`src/rtl/my_mux8way_arb.sv`:
```
// 8-to-1 valid/ready stream merger with round-robin arbitration.
// One registered output stage; each word is tagged with its source channel index.
module my_mux8way_arb #(
  parameter int WIDTH = 16
) (
  input  logic               clk,
  input  logic               reset,
  input  logic [7:0]         in_valid,
  input  logic [8*WIDTH-1:0] in_data,
  output logic [7:0]         in_ready,
  output logic               out_valid,
  output logic [WIDTH-1:0]   out_data,
  output logic [2:0]         out_sel,
  input  logic               out_ready
);

  logic             out_valid_reg, out_valid_next;
  logic [WIDTH-1:0] out_data_reg, out_data_next;
  logic [2:0]       out_sel_reg, out_sel_next;
  logic [2:0]       lg_reg, lg_next;

  logic             load;
  logic             accept;
  logic             grant_valid;
  logic [2:0]       grant;
  logic [2:0]       offset;
  logic [7:0]       rot_valid;
  logic [2:0]       rot_idx [8];
  logic [WIDTH-1:0] ch_word [8];

  // The output register can take a new word when empty or being drained now.
  assign load = !out_valid_reg || out_ready;

  // rot_valid[k] is the channel searched at step k+1 after the last grant.
  generate
    for (genvar gi = 0; gi < 8; gi++) begin : g_chan
      assign rot_idx[gi]   = lg_reg + 3'(gi + 1);
      assign rot_valid[gi] = in_valid[rot_idx[gi]];
      assign ch_word[gi]   = in_data[gi*WIDTH +: WIDTH];
    end
  endgenerate

  // Lowest set bit of the rotated request vector wins.
  always_comb begin
    grant_valid = 1'b0;
    offset      = 3'd0;
    for (int i = 7; i >= 0; i--) begin
      if (rot_valid[i]) begin
        grant_valid = 1'b1;
        offset      = 3'(i);
      end
    end
  end

  assign grant  = lg_reg + offset + 3'd1;
  assign accept = load && grant_valid && !reset;

  generate
    for (genvar gi = 0; gi < 8; gi++) begin : g_ready
      assign in_ready[gi] = accept && (grant == 3'(gi));
    end
  endgenerate

  always_comb begin
    out_valid_next = out_valid_reg;
    out_data_next  = out_data_reg;
    out_sel_next   = out_sel_reg;
    lg_next        = lg_reg;
    if (accept) begin
      out_valid_next = 1'b1;
      out_data_next  = ch_word[grant];
      out_sel_next   = grant;
      lg_next        = grant;
    end else if (load) begin
      // Drained with nothing to refill: data and sel keep stale values.
      out_valid_next = 1'b0;
    end
  end

  always_ff @(posedge clk) begin
    if (reset) begin
      out_valid_reg <= 1'b0;
      out_data_reg  <= '0;
      out_sel_reg   <= 3'd0;
      lg_reg        <= 3'd7;
    end else begin
      out_valid_reg <= out_valid_next;
      out_data_reg  <= out_data_next;
      out_sel_reg   <= out_sel_next;
      lg_reg        <= lg_next;
    end
  end

  assign out_valid = out_valid_reg;
  assign out_data  = out_data_reg;
  assign out_sel   = out_sel_reg;

endmodule

```
`config.mk`:
```
export PLATFORM = sky130hd
export DESIGN_NAME = my_mux8way_arb
export DESIGN_NICKNAME = d
export VERILOG_FILES = /design/src/rtl/my_mux8way_arb.sv
export SDC_FILE = /design/constraint.sdc
export NUM_CORES = 1
export LEC_CHECK = 0
export ABC_AREA = 1
export CORE_MARGIN = 10
export CORE_UTILIZATION = 32
export DETAILED_ROUTE_END_ITERATION = 16
export MAX_ROUTING_LAYER = met4
export PLACE_DENSITY_LB_ADDON = 0.12
export SYNTH_ARGS = -nofsm -noshare
export SYNTH_HDL_FRONTEND = slang
export SYNTH_SLANG_ARGS = --single-unit
```
`constraint.sdc`:
```
create_clock -name clk -period 3.9 [get_ports clk]
set_input_delay 0.78 -clock clk [delete_from_list [all_inputs] [get_ports clk]]
set_output_delay 0.78 -clock clk [all_outputs]
set_load 0.02 [all_outputs]
```
# Yosys cells after proc, flatten, opt, wreduce, memory -nomap -nowiden
# Index checks and enable logic that the tools add are counted.
[word_totals]
ff_bits = 23
in_bits = 139
output_inout_bits = 28
word_cells = 82
[classes]
add_sub_neg = 9
n_lt_le_gt_ge = 9
n_eq_ne = 7
mux = 37
bitwise = 1
n_reduce_logical = 15
[op_table]
columns = ["op", "n"]
rows = [
  ["$bmux 16 s3", 1],
  ["$lt 3x4->1 const B", 8],
  ["$mux 16", 2],
  ["$bmux 1 s3", 8],
  ["$mux 3", 8],
  ["$mux 1", 18],
  ["$add 3x3->3 const B", 4],
  ["$eq 3x3->1 const B", 4],
  ["$logic_and 1x1->1", 10],
  ["$add 3x1->3 const B", 2],
  ["$add 3x2->3 const B", 2],
  ["$eq 3x2->1 const B", 2],
  ["$ge 4x4->1 const B", 1],
  ["$not 3->4", 1],
  ["$add 3x3->3", 1],
  ["$eq 3x1->1 const B", 1],
  ["$logic_not 3->1", 1],
  ["$logic_not 1->1", 2],
  ["$reduce_bool 2->1", 1],
  ["$logic_or 1x1->1", 1],
]

# Depth between registers and ports, before layout
# Gate-level depths: netlist (run 1).
[logic_depth]
depth_word = 16
mapped_depth = 25
depth_no_buf = 23

# Worst setup path after synthesis (run 1)
# No wires, ideal clock.
[synth_timing]
kind = "flip-flop to output port"
start = "reg lg_reg[1]"
end = "out in_ready[1]"
arrival_ns = 3.281
required_time_ns = 3.120
setup_slack_ns = -0.161
path_stages_with_launch = 20
path_buffers = 1
cell_sequence = "dfxtp_1 > inv_2 > ha_1 > inv_1 > nand3_1 > nand3_1 > nand2_1 > inv_1 > a21oi_1 > o21ai_0 > nand2_1 > nand2_1 > nand2_1 > ha_1 > fa_1 > inv_1 > nor2_1 > clkbuf_1 > inv_1 > nor2_1"
[synth_between]
elab_chain_cells = 14
word_cells_on_any_way = 45
classes_between = "9 x add/sub; 1 x eq/ne; 32 x mux; 3 x reduce/logical"
[synth_rtl]
columns = ["element", "line", "text"]
rows = [
  ["from (decl)", "20", "logic [2:0] lg_reg, lg_next;"],
  ["from (signal assigned)", "90", "lg_reg <= lg_next;"],
  ["$add 3x3->3 / $bmux 1 s3 (equally long branches)", "37, 38", ""],
  ["$bmux 1 s3 / $mux 1 (equally long branches)", "38", "assign rot_valid[gi] = in_valid[rot_idx[gi]];"],
  ["$mux 1 (not written as such) / $mux 3 (equally long branches)", "38, 48", ""],
  ["$mux 3 (7 in series)", "48", "if (rot_valid[i]) begin"],
  ["$add 3x3->3", "55", "assign grant = lg_reg + offset + 3'd1;"],
  ["$add 3x1->3", "55", ""],
  ["$eq 3x1->1", "60", "assign in_ready[gi] = accept && (grant == 3'(gi));"],
  ["$logic_and 1x1->1 (*)", "60", ""],
  ["to (decl)", "10", "output logic [7:0] in_ready,"],
]
# Mark *: on every way between the ends. The rest lies on a longest branch, timed or not. The select of a mux whose other input is x is not followed.

# Worst setup path in the final report (run 1)
[layout_timing]
start = "in in_valid[0]"
end = "out in_ready[1]"
[layout_between]
elab_chain_cells = 14
word_cells_on_any_way = 38
classes_between = "2 x add/sub; 1 x eq/ne; 32 x mux; 3 x reduce/logical"
[layout_rtl]
columns = ["element", "line", "text"]
rows = [
  ["from (decl)", "8", "input logic [7:0] in_valid,"],
  ["$bmux 1 s3", "38", ""],
  ["$mux 1 (not written as such)", "38", ""],
  ["$mux 3 (8 in series)", "48", ""],
  ["$add 3x3->3", "55", ""],
  ["$add 3x1->3", "55", ""],
  ["$eq 3x1->1", "60", ""],
  ["$logic_and 1x1->1 (*)", "60", ""],
]
# Marks and branches as above.

==> results of run 1 <==
area by class of cell:
cell class / count / area [um^2]
well taps: 99 / 124
clock buffers: 4 / 45.0
flip-flops and latches: 23 / 464
fillers: 672 / 2520
inverters: 22 / 85.1
multi-input cells: 329 / 1940
repair buffers: 224 / 2080
path summary, 6_finish.rpt:
| path | endpoint | depth (start not counted) |
|---|---|---|
| hold reg to reg | out_sel[1] | 2 |
| setup reg to reg | out_data[3] | 22 |
| setup / recovery | in_ready[1] | 18 |
| hold / removal | out_sel[1] | 2 |
worst min-delay path: stages, from the launching register on:
cell,delay (ps)
dfxtp_1,320
nand2_1,60
a21oi_1,50
logic make-up after synthesis:
family,count (synthesis),share of synthesized area
AND/OR/NAND/NOR,258,0.474
AO/OA/AOI/OAI,62,0.201
XOR/XNOR,5,0.0215
flip-flops,23,0.193
buffers and inverters,44,0.0860
adder cells (fa/ha/maj),4,0.0241
stage by stage:
stage / hold WS, ps / instance area [um^2] / cells
6_report: 473 / 4730 / 701
5_1_grt: 495 / 4730 / 701
2_1_floorplan: 537 / 2400 / 396
3_3_place_gp: 453 / 4490 / 693
3_5_place_dp: 459 / 4490 / 693
4_1_cts: 472 / 4670 / 699
routing by layer:
layer / routed length, um / vias up
met5: 0 / -
met4: 152 / 0
met3: 808 / 12
met2: 6080 / 153
met1: 4710 / 1587
li1: - / 1768
layout by cell type (no fill, tap or decap), types with 12 or more instances in the layout:
cell / n
inv_1: 17
nand2_1: 111
a221oi_1: 13
a22o_1: 13
nor2_2: 12
clkdlybuf4s50_1: 150
nand3_1: 48
nor2_1: 39
buf_4: 58
nand2_2: 19
dfxtp_1: 20
a22oi_1: 26
nand3_2: 14
what timing repair did:
item	4_1_cts	5_1_grt
endpoints found under the setup margin	9	21
resized for setup	89	33
pin swaps	21	16
setup buffers	2	2
==> impl_metrics.toml, run 1 <==
[clock_tree]
root_buffer = "clkbuf_8"
cts.clk_slew.worst_paths_ps = 80
cts_tree = "built"
cts_buffer_depth = 2
clock_latency_ps = 260
htree_levels = 1
clkSinkCount = 23
numCtsBuffers = 3
cts_hold_buf = 0

[setup_path]
crit_required_ps = 3120
ff2ff_setup_slack_ps = 230
slowest_delay_ps = 390
worstPathCellList = "clkdlybuf4s15_1, nand2_2, nand3_2, nand3_1, nand2_1, buf_4, nor2_4, inv_1, o21ai_0, nand2_1, fa_2, xor2_2, inv_1, nand3_2, nand2_2, nand2_4, nor2_4, buf_6"
crit_type = "in2out"
cp-end-kind = "output pin"
path_buf_inv = 5
cpLargestDelayFamily = "simple AND/OR/NAND/NOR gates"
arrival_ps = 3120
cp_max_fo = 5
cpMaxStageDelayCell = "fa_2"
cp-startpoint = "in_valid[0]"
start_kind = "input port"
rr_startpoint = "lg_reg[0]"

[finish]
syn_to_final_growth_pct = 98.3
largest_register_ffs = 16
antenna_cells = 0
fin_nets = 746
utilization = 0.653
final_layout_size_suffix_gt1_frac = 0.246

[logic_synthesis]
postSynthAreaPerCell_um2 = 6.03
yosysTopAreaCell = "nand2_1"
synth_cells = 396
synth_edf_count = 0
synthFlopType = "dfxtp_1"
synthTopCellsByArea = "nand2_1 (20%), dfxtp_1 (19%), nand3_1 (13%)"
syn-cell-area_um2 = 2390
synth_top_cell_area_share = 0.198
synth.most_common_cell = "nand2_1"
yosys-top-cells-count = "nand2_1 (126), nand3_1 (63), nor2_1 (49)"
syn_nets = 539
synth.yosys.warnings = 0
synth-async-reset-ratio = 0
synth-seq-cells = 23
yosysUniqueCellTypes = 30
seq_area_frac_synth = 0.193

[min_path]
min-delay-start = "out_sel[1]"
min_path_type = "reg2reg"

[floorplanning]
core-area_um2 = 7250
start_util = 0.329
fp.dieArea_um2 = 11300
io_pins = 167
rows = 31
dieHeight_um = 106
dieWidth_um = 106

[sta]
rsz0062_at_grt = "true"
fin_setup_tns_ps = 0
setup_slack_ps = 2.96
fmax_mhz = 257
skew_ps = 1.14
setup_violations = 0
drv_slew = 0
finalHoldViolations = 0
tightest_slew_ps = 383
finalCritPeriodShare = 0.999
relSlewSlack = 0.745
period_needed_ps = 3900

[detailed_routing]
via_count = 3520
first_iter_violations = 203
wire_per_inst_um = 16.8
drc_errors = 0
wl_um = 11700
routed_via_density = 5.02
ant_nets = 0
dr.pass1.iters = 5

[grt]
grt_pass1_wl_um = 18300
grt_use_total = 0.203
grt_overflow = 0
grt_util_met1 = 0.230
grt_pass1_vias = 3696
grt_max_degree = 33
met2_usage = 0.359
top_usage_layer = "met2"
antenna_found_initial = 0
grtUsageMet3 = 0.0489

[placed_design]
dp_slack_ps = -787
dpl.hpwl_um = 9690
port-buffer-count = 166
gp_congestion = 0.903

[flow_run]
drv_cap = 0

[run_status]
outcome = "completed"
Power of run 1 is left out: the tool's default activity adds up to more than one toggle a clock period on the data nets, which glitch-free logic cannot reach.
==> run 2, diff against run 1 <==
--- a/config.mk
+++ b/config.mk
@@ -11,6 +11,7 @@
 export DETAILED_ROUTE_END_ITERATION = 16
 export MAX_ROUTING_LAYER = met4
 export PLACE_DENSITY_LB_ADDON = 0.12
+export SKIP_LAST_GASP = 1
 export SYNTH_ARGS = -nofsm -noshare
 export SYNTH_HDL_FRONTEND = slang
 export SYNTH_SLANG_ARGS = --single-unit
==> impl_metrics.toml, run 2 (synthesized netlist as in run 1, its figures left out) <==
[placed_design]
postPlaceCellArea_um2 = 4490
dp.cells = 693
dpl.hpwl_um = 9690
gp_congestion = 0.903
port-buffer-count = 166

[detailed_routing]
via_count = 3520
dr.pass1.iters = 5
drc_errors = 0
wire_per_inst_um = 16.8
first_iter_violations = 203
ant_nets = 0
routed_via_density = 5.02
wl_um = 11700

[finish]
fin_nets = 746
final_cell_mix = "clkdlybuf4s50_1 (150), nand2_1 (111), buf_4 (59)"
postLayoutCellArea_um2 = 4730
fin_cells = 701
fillers = 674
final_layout_size_suffix_gt1_frac = 0.246
antenna_cells = 0
largest_register_ffs = 16
syn_to_final_growth_pct = 98.2
mostFrequentLayoutCell = "clkdlybuf4s50_1"

[setup_path]
worstPathCellList = "clkdlybuf4s15_1, nand2_2, nand3_2, nand3_1, nand2_1, buf_4, nor2_4, inv_1, o21ai_0, nand2_1, fa_2, xor2_2, inv_1, nand3_2, nand2_2, nand2_4, nor2_4, buf_6"
cp_max_fo = 5
cp-end-kind = "output pin"
start_kind = "input port"
crit_required_ps = 3120
crit_type = "in2out"
slowest_delay_ps = 390
cpMaxStageDelayCell = "fa_2"
arrival_ps = 3120

[floorplanning]
fp.dieArea_um2 = 11300
dieHeight_um = 106
start_util = 0.329
io_pins = 167
dieWidth_um = 106
rows = 31
core-area_um2 = 7250

[grt]
grt_overflow = 0
antenna_found_initial = 0
grt_pass1_wl_um = 18300
grt_pass1_vias = 3696
grt_use_total = 0.203
grt_max_degree = 33

[clock_tree]
cts_hold_buf = 0
root_buffer = "clkbuf_8"
numCtsBuffers = 3
htree_levels = 1
cts_buffer_depth = 2
cts.clk_slew.worst_paths_ps = 80
clock_latency_ps = 260
clkSinkCount = 23
cts_tree = "built"

[sta]
drv_slew = 0
setup_violations = 0
finalHoldViolations = 0
fin_setup_tns_ps = 0
finalCritPeriodShare = 0.999
skew_ps = 1.14
tightest_slew_ps = 383
hold_ws_ps = 473
fmax_mhz = 257
relSlewSlack = 0.745
period_needed_ps = 3900
rsz0062_at_grt = "true"

[run_status]
outcome = "completed"

[min_path]
min_path_type = "reg2reg"

[flow_run]
drv_cap = 0
==> run 2: cell counts in the layout (fill, tap and decap cells not counted) <==
No cell type changed its count.
==> run 2: worst max-delay path: cells and delay by family <==
| family | cells | cell delay, ps |
|---|---|---|
| AND/OR/NAND/NOR | 10 | 1040 |
| buffers and inverters | 5 | 590 |
| adder cells (fa/ha/maj) | 1 | 390 |
| XOR/XNOR | 1 | 170 |
| AO/OA/AOI/OAI | 1 | 130 |
==> run 2: routing by layer <==
metal	up-vias	GRT usage	routed length, um
li1	1768	-	-
met1	1587	0.230	4710
met2	153	0.359	6080
met3	12	0.0489	805
met4	0	0.0358	152
met5	-	-	0
==> run 2: path summary, 6_finish.rpt <==
check	start	to	slack, ps	cells past startpoint
hold / removal	out_sel[1]	out_sel[1]	470	2
setup reg to reg	lg_reg[0]	out_data[3]	230	22
hold reg to reg	out_sel[1]	out_sel[1]	470	2
setup / recovery	in_valid[0]	in_ready[1]	3	18
==> run 2: cell type report <==
type,instances,area (um^2),area share
timing repair buffer,224,2080,0.439
clock buffer,4,45.0,0.00952
multi-input combinational,329,1940,0.409
sequential,23,464,0.0981
tap,99,124,0.0262
inverter,22,85.1,0.0180
==> run 2: metrics by stage <==
step	worst slack, ps	utilization
finish	2.96	0.652
global route	-134	0.652
CTS	2.65	0.644
detailed placement	-787	0.619
global placement	-714	0.619
floorplan	-85.2	-
==> run 2: repair_timing <==
action / in CTS / in global routing
pin swaps: 21 / 16
gates resized for setup: 89 / 32
gates cloned: 0 / 0
setup buffers: 2 / 2
endpoints found under the setup margin: 9 / 21
Power of run 2 is left out for the same reason.
